### config.mk
export PLATFORM = sky130hd
export DESIGN_NAME = player_pos_ctr
export DESIGN_NICKNAME = d
export VERILOG_FILES = /design/src/rtl/chicken_turn_ctrl_pkg.sv /design/src/rtl/chicken_turn_ctrl_player_pos_ctr.sv
export SDC_FILE = /design/constraint.sdc
export NUM_CORES = 1
export LEC_CHECK = 0
export ABC_AREA = 1
export BUFFER_PORTS_ARGS = -buffer_cell sky130_fd_sc_hd__buf_2
export CAP_MARGIN = 20
export CORE_AREA = 4 4 41 43
export CTS_CLUSTER_SIZE = 24
export DETAILED_ROUTE_END_ITERATION = 16
export DIE_AREA = 0 0 45 47
export GPL_TIMING_DRIVEN = 0
export SETUP_SLACK_MARGIN = 0.5
export SLEW_MARGIN = 20
export SYNTH_ARGS = -nofsm -noshare
export SYNTH_HDL_FRONTEND = slang
export SYNTH_SLANG_ARGS = --single-unit
### constraint.sdc
create_clock -name clk -period 1.52 [get_ports clk]
set_clock_uncertainty 0.05 [all_clocks]
set_input_delay 0.228 -clock clk [delete_from_list [all_inputs] [get_ports clk]]
set_output_delay 0.228 -clock clk [all_outputs]
set_load 0.02 [all_outputs]
### src/rtl/chicken_turn_ctrl_pkg.sv
// ---------------------------------------------------------------------------
// chicken_pkg
// Shared constants and types for the Chicken Cha-Cha-Cha turn scheduler:
// ring length, field widths, start positions per player count, FSM states.
// No ports (package).
// ---------------------------------------------------------------------------
package chicken_pkg;

    localparam int TILES       = 24;
    localparam int POS_W       = 5;
    localparam int TAIL_W      = 3;
    localparam int PIDX_W      = 2;
    localparam int N_W         = 3;
    localparam int MAX_PLAYERS = 4;

    // Start tiles per player count; unused slots sit on tile 0.
    localparam logic [POS_W-1:0] START_N2 [MAX_PLAYERS] = '{5'd0, 5'd12, 5'd0,  5'd0};
    localparam logic [POS_W-1:0] START_N3 [MAX_PLAYERS] = '{5'd0, 5'd8,  5'd16, 5'd0};
    localparam logic [POS_W-1:0] START_N4 [MAX_PLAYERS] = '{5'd0, 5'd6,  5'd12, 5'd18};

    typedef enum logic [2:0] {
        IDLE      = 3'd0,
        INIT      = 3'd1,
        WAIT_FLIP = 3'd2,
        MOVE      = 3'd3,
        CHECK     = 3'd4,
        NEXT      = 3'd5,
        WIN       = 3'd6
    } state_t;

    // Start tile of player slot idx for a game of n players.
    function automatic logic [POS_W-1:0] start_pos(input logic [N_W-1:0] n,
                                                   input logic [PIDX_W-1:0] idx);
        logic [POS_W-1:0] v;
        v = '0;
        case (n)
            3'd2:    v = START_N2[idx];
            3'd3:    v = START_N3[idx];
            3'd4:    v = START_N4[idx];
            default: v = '0;
        endcase
        return v;
    endfunction

endpackage

### src/rtl/chicken_turn_ctrl_player_pos_ctr.sv
// ---------------------------------------------------------------------------
// player_pos_ctr
// Position of one player on the ring: mod-TILES counter with synchronous
// load of the start tile and an increment enable. Load wins over increment.
// Ports:
//   clk, rst   : clock, asynchronous active-high reset (position -> 0)
//   i_load     : load i_load_val on the next edge
//   i_load_val : start tile
//   i_inc      : advance one tile (TILES-1 wraps to 0)
//   o_pos      : current tile
// ---------------------------------------------------------------------------
module player_pos_ctr
    import chicken_pkg::*;
(
    input  logic             clk,
    input  logic             rst,
    input  logic             i_load,
    input  logic [POS_W-1:0] i_load_val,
    input  logic             i_inc,
    output logic [POS_W-1:0] o_pos
);

    logic [POS_W-1:0] r_pos;

    always_ff @(posedge clk or posedge rst) begin
        if (rst) begin
            r_pos <= '0;
        end else if (i_load) begin
            r_pos <= i_load_val;
        end else if (i_inc) begin
            r_pos <= (r_pos == POS_W'(TILES - 1)) ? '0 : r_pos + POS_W'(1);
        end
    end

    assign o_pos = r_pos;

endmodule

Yosys cells after proc, flatten, opt, wreduce, memory -nomap -nowiden
Index checks and enable logic that the tools add are counted.
{ "op_classes": {"add_sub_neg": 1, "n_mul": 0, "div_mod_pow": 0, "n_lt_le_gt_ge": 0, "eq_ne": 1, "shifts": 0, "n_mux": 3, "bitwise": 0, "n_reduce_logical": 1} }
{ "op_table": {"columns": ["op", "n"], "rows": [
  ["2-to-1 mux 5 bit", 3],
  ["adder 5 x 1 -> 5 bit, second input constant", 1],
  ["== test 5 bit, second input constant", 1],
  ["nonzero test 2 bit", 1]
]} }
{ "totals": {"regBits": 5, "latch_bits": 0, "ram_bits": 0, "mem_bits_ro": 0, "input_bits": 9, "out_inout_bits": 5, "elab_cells": 7, "mem_count": 0} }

Logic depth before layout (Yosys ltp)
Gate-level depths: netlist of run 1.
{ "logic_depth": {"depth_word": 4, "ltp_mapped": 6, "ltp_nobuf": 6} }

Worst setup path before layout of run 1
OpenSTA, ideal clock, no wires.
{ "synth_path": {"kind": "register to register", "from": "register r_pos[0], in the netlist o_pos[0]", "to": "register r_pos[3], in the netlist o_pos[3]", "setup_ns": 0.122, "arrival_ns": 1.041, "slack_ns": 0.307, "path_stages_with_launch": 7, "n_path_buf": 0, "path_cell_list": "dfrtp_1 ha_1 nand2_1 nand3_1 nand2_1 nand2_1 nand2_1"} }
{ "synth_via": {"elab_chain_cells": 4, "word_cells_on_any_way": 5, "classes_between": "1 x add/sub; 1 x eq/ne; 3 x mux"} }
{ "synth_lines": {"columns": ["element", "line", "source"], "rows": [
  ["from (decl)", "chicken_turn_ctrl_player_pos_ctr.sv:23", "logic [POS_W-1:0] r_pos;"],
  ["from (signal assigned)", "chicken_turn_ctrl_player_pos_ctr.sv:29", "r_pos <= i_load_val;"],
  ["from (signal assigned)", "chicken_turn_ctrl_player_pos_ctr.sv:31", "r_pos <= (r_pos == POS_W'(TILES - 1)) ? '0 : r_pos + POS_W'(1);"],
  ["adder 5 x 1 -> 5 bit or == test 5 bit (tied branches)", "chicken_turn_ctrl_player_pos_ctr.sv:31", null],
  ["2-to-1 mux 5 bit (*)", "chicken_turn_ctrl_player_pos_ctr.sv:31", null],
  ["2-to-1 mux 5 bit (*)", "chicken_turn_ctrl_player_pos_ctr.sv:30", "end else if (i_inc) begin"],
  ["2-to-1 mux 5 bit (*)", "chicken_turn_ctrl_player_pos_ctr.sv:28", "end else if (i_load) begin"]
]} }
Mark *: on every way between the ends. The rest lies on a longest branch, timed or not. The select of a mux whose other input is x is not followed.
A chain may end at the register's enable or synchronous reset.

Final worst setup path of run 1
{ "layout_path": {"from": "register r_pos[0], in the netlist o_pos[0]", "to": "output port o_pos[0]"} }
{ "layout_lines": {"columns": ["element", "line", "source"], "rows": [
  ["to (decl)", "chicken_turn_ctrl_player_pos_ctr.sv:20", "output logic [POS_W-1:0] o_pos"]
]} }
No word-level cell between the ends.

==> results.json, run 1 <==
{
  "drt_iter0_markers": 2,
  "irDropWorstVdd_v": 0.000772,
  "largest_reg_flops": 5,
  "critPathTopFamily": "flip-flops",
  "ios": 14,
  "ctsHtreeMaxLevel": 1,
  "grt-ovfl-total": 0,
  "power_frac_clock": 0.274,
  "syn_nets": 55,
  "crit_buf_inv": 1,
  "period_share": 0.736,
  "report.final.slew_viol_count": 0,
  "syn_area_sq_um": 332,
  "start_util": 0.255,
  "crit_fanout": 4,
  "reg2reg_from": "o_pos[0]",
  "total_power_mw": 0.560,
  "die_w_microns": 45,
  "crit_path_end_kind": "output pin",
  "worstPathCellList": "buf_6",
  "fin_area_sq_um": 569,
  "numCtsBuffers": 3,
  "worstHoldStart": "i_load_val[1]",
  "drive_above_1_share": 0.529,
  "fin_crit_ns": 1.12,
  "portBuffers": 12,
  "final_common_cell": "nand2_1",
  "internal-power_mw": 0.372,
  "timing.hold.ws_ns": 0.158,
  "fp-row-count": 13,
  "worstPathRequired_ns": 1.24,
  "cts_sinks": 5,
  "leakage_nw": 0.296,
  "critPathKind": "reg -> out",
  "slowest_stage": "dfrtp_2",
  "yosysWarningCount": 0,
  "fmax_ghz": 0.894,
  "hold_violations": 0,
  "die_area_sq_um": 2120,
  "cts_max_path_buffers": 2,
  "seqPwrFrac": 0.317,
  "worstHoldPathType": "in -> reg",
  "num_antenna_cells": 0,
  "outcome": "completed",
  "wl_microns": 927,
  "place_area_sq_um": 428,
  "critPathLaunchType": "register",
  "power_switching_mw": 0.189,
  "max_slew_margin": 0.852,
  "cap_violations": 0,
  "cts_tree": "done",
  "fp.dieH_microns": 47,
  "setup_viol_count_final": 0,
  "synthTopCellsByArea": "dfrtp_1 38%, nand2_1 19%, nand3_1 7.5%",
  "crit_path_start": "o_pos[0]",
  "power-per-cell-area_nw_per_um2": 984,
  "antenna_found_initial": 0,
  "coreArea_sq_um": 1300,
  "tightestPinTransition_ns": 0.222,
  "synth_top_area_frac": 0.377,
  "netSwitchingFraction": 0.337,
  "netlist_instances": 45,
  "antenna_left": 0,
  "grt_max_degree": 9,
  "grt_pass1_vias": 328,
  "clock_latency_ns": 0.24,
  "area_growth_pct": 71.7,
  "yosysTopAreaCell": "dfrtp_1",
  "max_stage_delay_ns": 0.45,
  "drtPass1Iterations": 2,
  "wl_per_cell_microns": 11.2,
  "via_per_inst": 4.49,
  "grt_usage": 0.0976,
  "pwr-share-comb": 0.409,
  "fin_setup_tns_ns": 0,
  "synth_seq_cells": 5,
  "worstPathArrival_ns": 0.84,
  "path_clk_slew_ns": 0.05,
  "post_synth_num_cell_types": 14,
  "vias": 373,
  "yosysSeqAreaShare": 0.377,
  "rsz0062_at_grt": "yes",
  "drc": 0,
  "syn_area_per_cell_sq_um": 7.37,
  "nets": 79,
  "globalplace.congestion": 0.719,
  "final_cell_mix": "14 x nand2_1, 7 x buf_2, 6 x buf_6, 6 x buf_4, 5 x inv_1",
  "clock-root-buffer": "clkbuf_4",
  "grt_pass1_wl_microns": 1430
}
==> synth_stat cells <==
cell / instances
o21ai_1: 1
inv_2: 1
dfrtp_1: 5
nand3_1: 5
xnor2_1: 1
nor2_4: 1
inv_1: 6
a22oi_1: 3
nand2_1: 17
nor2_2: 1
buf_6: 1
ha_1: 1
a21boi_1: 1
nand4_1: 1
==> kinds of logic after synthesis <==
| kind of cell | after synthesis | share of synthesized area |
|---|---|---|
| adder cells (fa/ha/maj) | 1 | 0.0377 |
| buffers and inverters | 8 | 0.113 |
| XOR/XNOR | 1 | 0.0264 |
| flip-flops | 5 | 0.377 |
| AND/OR/NAND/NOR | 25 | 0.340 |
| AO/OA/AOI/OAI | 5 | 0.106 |
==> power by group through the flow <==
stage	registers (mW)	logic, mW	clock network (mW)
after global routing	0.181	0.251	0.169
after CTS	0.178	0.198	0.157
after detailed placement	0.188	0.137	0
final	0.177	0.229	0.154
after floorplan	0.206	0.0721	0
after global placement	0.188	0.135	0
==> worst paths after layout <==
kind                       endpoint  slack, ns  cells after the start
hold / removal             o_pos[1]       0.16                      3
setup reg to reg           o_pos[0]       0.44                      6
min in group asynchronous  o_pos[4]       0.37                      3
max in group asynchronous  o_pos[1]       0.85                      3
hold reg to reg            o_pos[1]       0.54                      2
setup / recovery           o_pos[0]       0.40                      1
==> routing by layer <==
metal,vias to the layer above,part of all wire,track usage
li1,190,-,-
met1,171,0.40,0.118
met2,12,0.52,0.153
met3,0,0.085,0.0690
met4,0,0,0
met5,-,0,0
==> cell type report <==
| class | instances | area [sq um] |
|---|---|---|
| multi-input cells | 32 | 211 |
| well taps | 15 | 18.8 |
| fillers | 139 | 732 |
| flip-flops and latches | 5 | 129 |
| inverters | 7 | 26.3 |
| clock buffers | 4 | 26.3 |
| repair buffers | 19 | 146 |
| plain buffers | 1 | 11.3 |
==> through the flow <==
step | instances | util | worst slack [ns]
after detailed placement | 72 | 0.329 | 0.453
after global routing | 83 | 0.438 | 0.377
after CTS | 81 | 0.410 | 0.382
after floorplan | 45 | - | 0.446
after global placement | 72 | 0.329 | 0.457
final | 83 | 0.438 | 0.402
==> what timing repair did <==
item	4_1_cts	5_1_grt
pin swaps	1	0
hold buffers	1	0
resized for setup	12	6
hold endpoints to repair	5	0
endpoints found under the setup margin	9	9
buffers inserted	4	2
No activity file was read; power rests on OpenSTA's default activity.
==> inputs of run 2 (changes only) <==
- clock period: 1.52 -> 0.9 ns (I/O delays scaled with it)
==> results.json, run 2 (synthesized netlist as in run 1, its figures left out) <==
{
  "fp.dieH_microns": 47,
  "drive_above_1_share": 0.545,
  "r2r_setup_slack_ns": -0.12,
  "final_common_cell": "nand2_1",
  "critPathLaunchType": "register",
  "grt_pass1_vias": 339,
  "fin_setup_tns_ns": -0.938,
  "leakage_nw": 0.281,
  "critPathKind": "reg -> reg",
  "crit_path_end_kind": "register",
  "fin_crit_ns": 1.02,
  "start_util": 0.255,
  "drt_iter0_markers": 3,
  "fin_ws_ns": -0.118,
  "die_w_microns": 45,
  "grt_usage": 0.108,
  "via_per_inst": 4.47,
  "cap_violations": 0,
  "wl_microns": 912,
  "portBuffers": 12,
  "r2r_cells": 6,
  "cts_sinks": 5,
  "coreArea_sq_um": 1300,
  "final_cell_mix": "12 x nand2_1, 7 x buf_2, 6 x inv_1, 6 x buf_6",
  "worstReg2RegEnd": "o_pos[0]",
  "failed_checks": "hold timing, setup timing",
  "instances_no_fill": 81,
  "grt_max_degree": 9,
  "power-per-cell-area_nw_per_um2": 1700,
  "report.final.slew_viol_count": 0,
  "globalplace.congestion": 0.697,
  "fp-row-count": 13,
  "antenna_found_initial": 0,
  "largest_reg_flops": 5,
  "hold_violations": 5,
  "path_clk_slew_ns": 0.05,
  "drc": 0,
  "setup_viol_count_final": 10,
  "placed_cells": 72,
  "antenna_left": 0,
  "drtPass1Iterations": 2,
  "fmax_ghz": 0.982,
  "num_antenna_cells": 0,
  "nets": 77,
  "vias": 362,
  "total_power_mw": 0.929,
  "worstPathRequired_ns": 1.04,
  "worstHoldPathType": "in -> async",
  "irDropWorstVdd_v": 0.000664,
  "max_slew_margin": 0.842,
  "fill_cells": 151,
  "rsz0062_at_grt": "yes",
  "timing.hold.ws_ns": -0.272,
  "reg2reg_from": "o_pos[0]",
  "area_growth_pct": 64.9,
  "numCtsBuffers": 3,
  "die_area_sq_um": 2120,
  "cts_tree": "done",
  "clock_latency_ns": 0.25,
  "tightestPinTransition_ns": 0.236,
  "cts_max_path_buffers": 2,
  "multi_input_area_sq_um": 204,
  "dp_hpwl_microns": 613,
  "outcome": "finished, violations left",
  "seqCellArea_sq_um": 131,
  "ios": 14,
  "clock-root-buffer": "clkbuf_4",
  "ctsHtreeMaxLevel": 1,
  "crit_fanout": 3,
  "period_share": 1.13,
  "wl_per_cell_microns": 11.3,
  "grt_pass1_wl_microns": 1480,
  "grt-ovfl-total": 0,
  "postLayoutCoreUtil": 0.420,
  "worstPathArrival_ns": 1.15
}
run 2: cell count changes in the layout (fill, tap and decap cells not counted), moves of 2 or more:
cell	delta
dfrtp_1	-2
dfrtp_2	+2
nand2_1	-2
nand2_2	+2
run 2: area by class of cell:
type,instances,share of cell area
multi-input combinational,32,0.373
sequential,5,0.240
timing repair buffer,17,0.236
clock buffer,4,0.0481
inverter,7,0.0481
tap,15,0.0343
buffer,1,0.0206
run 2: worst max-delay path: stages, from the launching register on:
cell     delay, ns
dfrtp_2       0.43
ha_4          0.19
nand2_4       0.06
nand3_2       0.06
nand2_2       0.08
nand2_2       0.04
nand2_1       0.05
run 2: per-stage QoR:
step / cell area (sq um) / worst slack [ns] / hold slack [ns]
6_report: 547 / -0.118 / -0.272
5_1_grt: 547 / -0.179 / -0.259
4_1_cts: 534 / -0.131 / -0.262
3_5_place_dp: 432 / -0.159 / 0.00587
3_3_place_gp: 432 / -0.162 / -0.00360
2_1_floorplan: 353 / -0.164 / -0.136
run 2: how the worst max path moves through the flow:
stage               startpoint       end
finish                o_pos[0]  o_pos[0]
detailed placement    o_pos[0]  o_pos[3]
global placement      o_pos[0]  o_pos[3]
CTS                   o_pos[0]  o_pos[0]
floorplan             o_pos[0]  o_pos[0]
global route          o_pos[1]  o_pos[3]
run 2: report_power, final:
part / leakage [nW] / internal, mW / total [mW] / switching, mW
clock network: 0.0150 / 0.168 / 0.273 / 0.105
logic: 0.212 / 0.180 / 0.352 / 0.172
registers: 0.0547 / 0.263 / 0.304 / 0.0411
total: 0.281 / 0.612 / 0.929 / 0.317
run 2: repair_timing:
| item | CTS | global route |
|---|---|---|
| gates resized for setup | 12 | 4 |
| setup endpoints to repair | 10 | 10 |
| buffers inserted | 5 | 0 |
| pin swaps | 5 | 2 |
| endpoints found under the hold margin | 5 | 5 |
run 2: layer usage:
layer | GRT usage | wire [microns] | vias to the layer above
met5 | 0 | 0 | -
met1 | 0.112 | 358 | 159
met4 | 0.0702 | 21 | 0
li1 | - | - | 186
met2 | 0.164 | 435 | 13
met3 | 0.0651 | 97 | 4
==> inputs of run 3 (changes only) <==
--- a/constraint.sdc
+++ b/constraint.sdc
@@ -3,3 +3,3 @@
 set_input_delay 0.135 -clock clk [delete_from_list [all_inputs] [get_ports clk]]
 set_output_delay 0.135 -clock clk [all_outputs]
-set_load 0.02 [all_outputs]
+set_load 0.1 [all_outputs]
==> results.json, run 3 (synthesized netlist as in run 1, its figures left out) <==
{
  "area_growth_pct": 79.6,
  "instances_no_fill": 80,
  "grt_pass1_vias": 345,
  "start_util": 0.255,
  "irDropWorstVdd_v": 0.00109,
  "clock-root-buffer": "clkbuf_4",
  "period_share": 1.25,
  "path_clk_slew_ns": 0.04,
  "drt_iter0_markers": 4,
  "reg2reg_from": "o_pos[1]",
  "ctsHtreeMaxLevel": 1,
  "num_antenna_cells": 0,
  "drive_above_1_share": 0.523,
  "globalplace.congestion": 0.708,
  "via_per_inst": 4.55,
  "worstPathCellList": "buf_12",
  "failed_checks": "hold timing, setup timing",
  "tightestPinTransition_ns": 0.244,
  "ios": 14,
  "r2r_setup_slack_ns": -0.21,
  "timing.hold.ws_ns": -0.268,
  "grt_max_degree": 9,
  "antenna_found_initial": 0,
  "hold_violations": 5,
  "cts_sinks": 5,
  "cap_violations": 0,
  "critPathLaunchType": "register",
  "fin_area_sq_um": 596,
  "setup_viol_count_final": 10,
  "clock_latency_ns": 0.24,
  "total_power_mw": 1.20,
  "crit_fanout": 5,
  "numCtsBuffers": 3,
  "nets": 76,
  "rsz0062_at_grt": "yes",
  "antenna_left": 0,
  "die_w_microns": 45,
  "die_area_sq_um": 2120,
  "power-per-cell-area_nw_per_um2": 2020,
  "vias": 364,
  "fin_crit_ns": 1.13,
  "crit_buf_inv": 1,
  "report.final.slew_viol_count": 0,
  "fin_ws_ns": -0.228,
  "fp.dieH_microns": 47,
  "r2r_cells": 3,
  "leakage_nw": 0.296,
  "fp-row-count": 13,
  "max_slew_margin": 0.837,
  "worstHoldPathType": "in -> async",
  "wl_per_cell_microns": 11.0,
  "final_cell_mix": "14 x nand2_1, 7 x buf_2, 6 x inv_1, 5 x dfrtp_4, 5 x buf_12",
  "crit_path_end_kind": "output pin",
  "slowest_stage": "dfrtp_4",
  "outcome": "finished, violations left",
  "final_common_cell": "nand2_1",
  "cts_tree": "done",
  "portBuffers": 12,
  "place_area_sq_um": 444,
  "max_stage_delay_ns": 0.51,
  "grt_pass1_wl_microns": 1480,
  "largest_reg_flops": 5,
  "critPathKind": "reg -> out",
  "coreArea_sq_um": 1300,
  "postLayoutCoreUtil": 0.458,
  "wl_microns": 883,
  "cts_max_path_buffers": 2,
  "worstPathArrival_ns": 0.94,
  "grt_usage": 0.104,
  "worstReg2RegEnd": "o_pos[2]",
  "dp_hpwl_microns": 623,
  "drtPass1Iterations": 3,
  "grt-ovfl-total": 0,
  "worstPathRequired_ns": 0.71,
  "critPathTopFamily": "flip-flops",
  "fmax_ghz": 0.886,
  "drc": 0,
  "placed_cells": 72,
  "pre_cts_slack_ns": -0.224
}
## run 3: cell types whose count changed in the layout (fill, tap and decap cells not counted), moves of 2 or more
| cell | before | now |
|---|---|---|
| buf_12 | 0 | 5 |
| buf_6 | 6 | 1 |
| dfrtp_2 | 5 | 0 |
| dfrtp_4 | 0 | 5 |
| nand2_1 | 12 | 14 |
| nand2_2 | 4 | 2 |
## run 3: final cells by class
| class | instances | area, sq um |
|---|---|---|
| buffer | 1 | 11.3 |
| clock buffer | 4 | 26.3 |
| fill | 136 | 706 |
| inverter | 7 | 26.3 |
| multi-input combinational | 32 | 204 |
| sequential | 5 | 144 |
| tap | 15 | 18.8 |
| timing repair buffer | 16 | 165 |
## run 3: report_power, final
group	switching (mW)	leakage, nW	internal, mW	total [mW]
combinational	0.367	0.226	0.240	0.607
clock	0.0920	0.0150	0.168	0.260
sequential	0.0557	0.0549	0.279	0.334
total	0.514	0.296	0.686	1.20
## run 3: worst register-to-register path, cell delays in order (launching register included)
cell and delay [ns]:
dfrtp_4 0.51, ha_4 0.20, xnor2_1 0.15, o21ai_1 0.08
## run 3: worst max-delay path by stage
stage                     slack (ns)  depth (start not counted)        to      from
after floorplan                -0.38                          6  o_pos[0]  o_pos[0]
after global placement         -0.23                          6  o_pos[3]  o_pos[0]
after detailed placement       -0.22                          6  o_pos[3]  o_pos[0]
after CTS                      -0.23                          1  o_pos[1]  o_pos[1]
after global routing           -0.26                          6  o_pos[3]  o_pos[1]
final                          -0.23                          1  o_pos[1]  o_pos[1]
## run 3: timing repair
item	in CTS	in global routing
resized for setup	23	2
pin swaps	7	3
setup buffers	4	0
setup endpoints to repair	10	10
endpoints found under the hold margin	5	5
## run 3: routing by layer
metal	global-route usage	vias to the layer above	routed length, microns
met4	0.0526	0	12
met5	0	-	0
met3	0.0690	2	90
met2	0.150	14	391
li1	-	185	-
met1	0.117	163	389
## run 3: stage by stage
step                      hold WS, ns  setup TNS (ns)
final                          -0.268           -1.99
after global routing           -0.262           -2.33
after CTS                      -0.263           -2.00
after detailed placement     -0.00398           -1.63
after global placement       -0.00609           -1.61
after floorplan                -0.136           -1.66
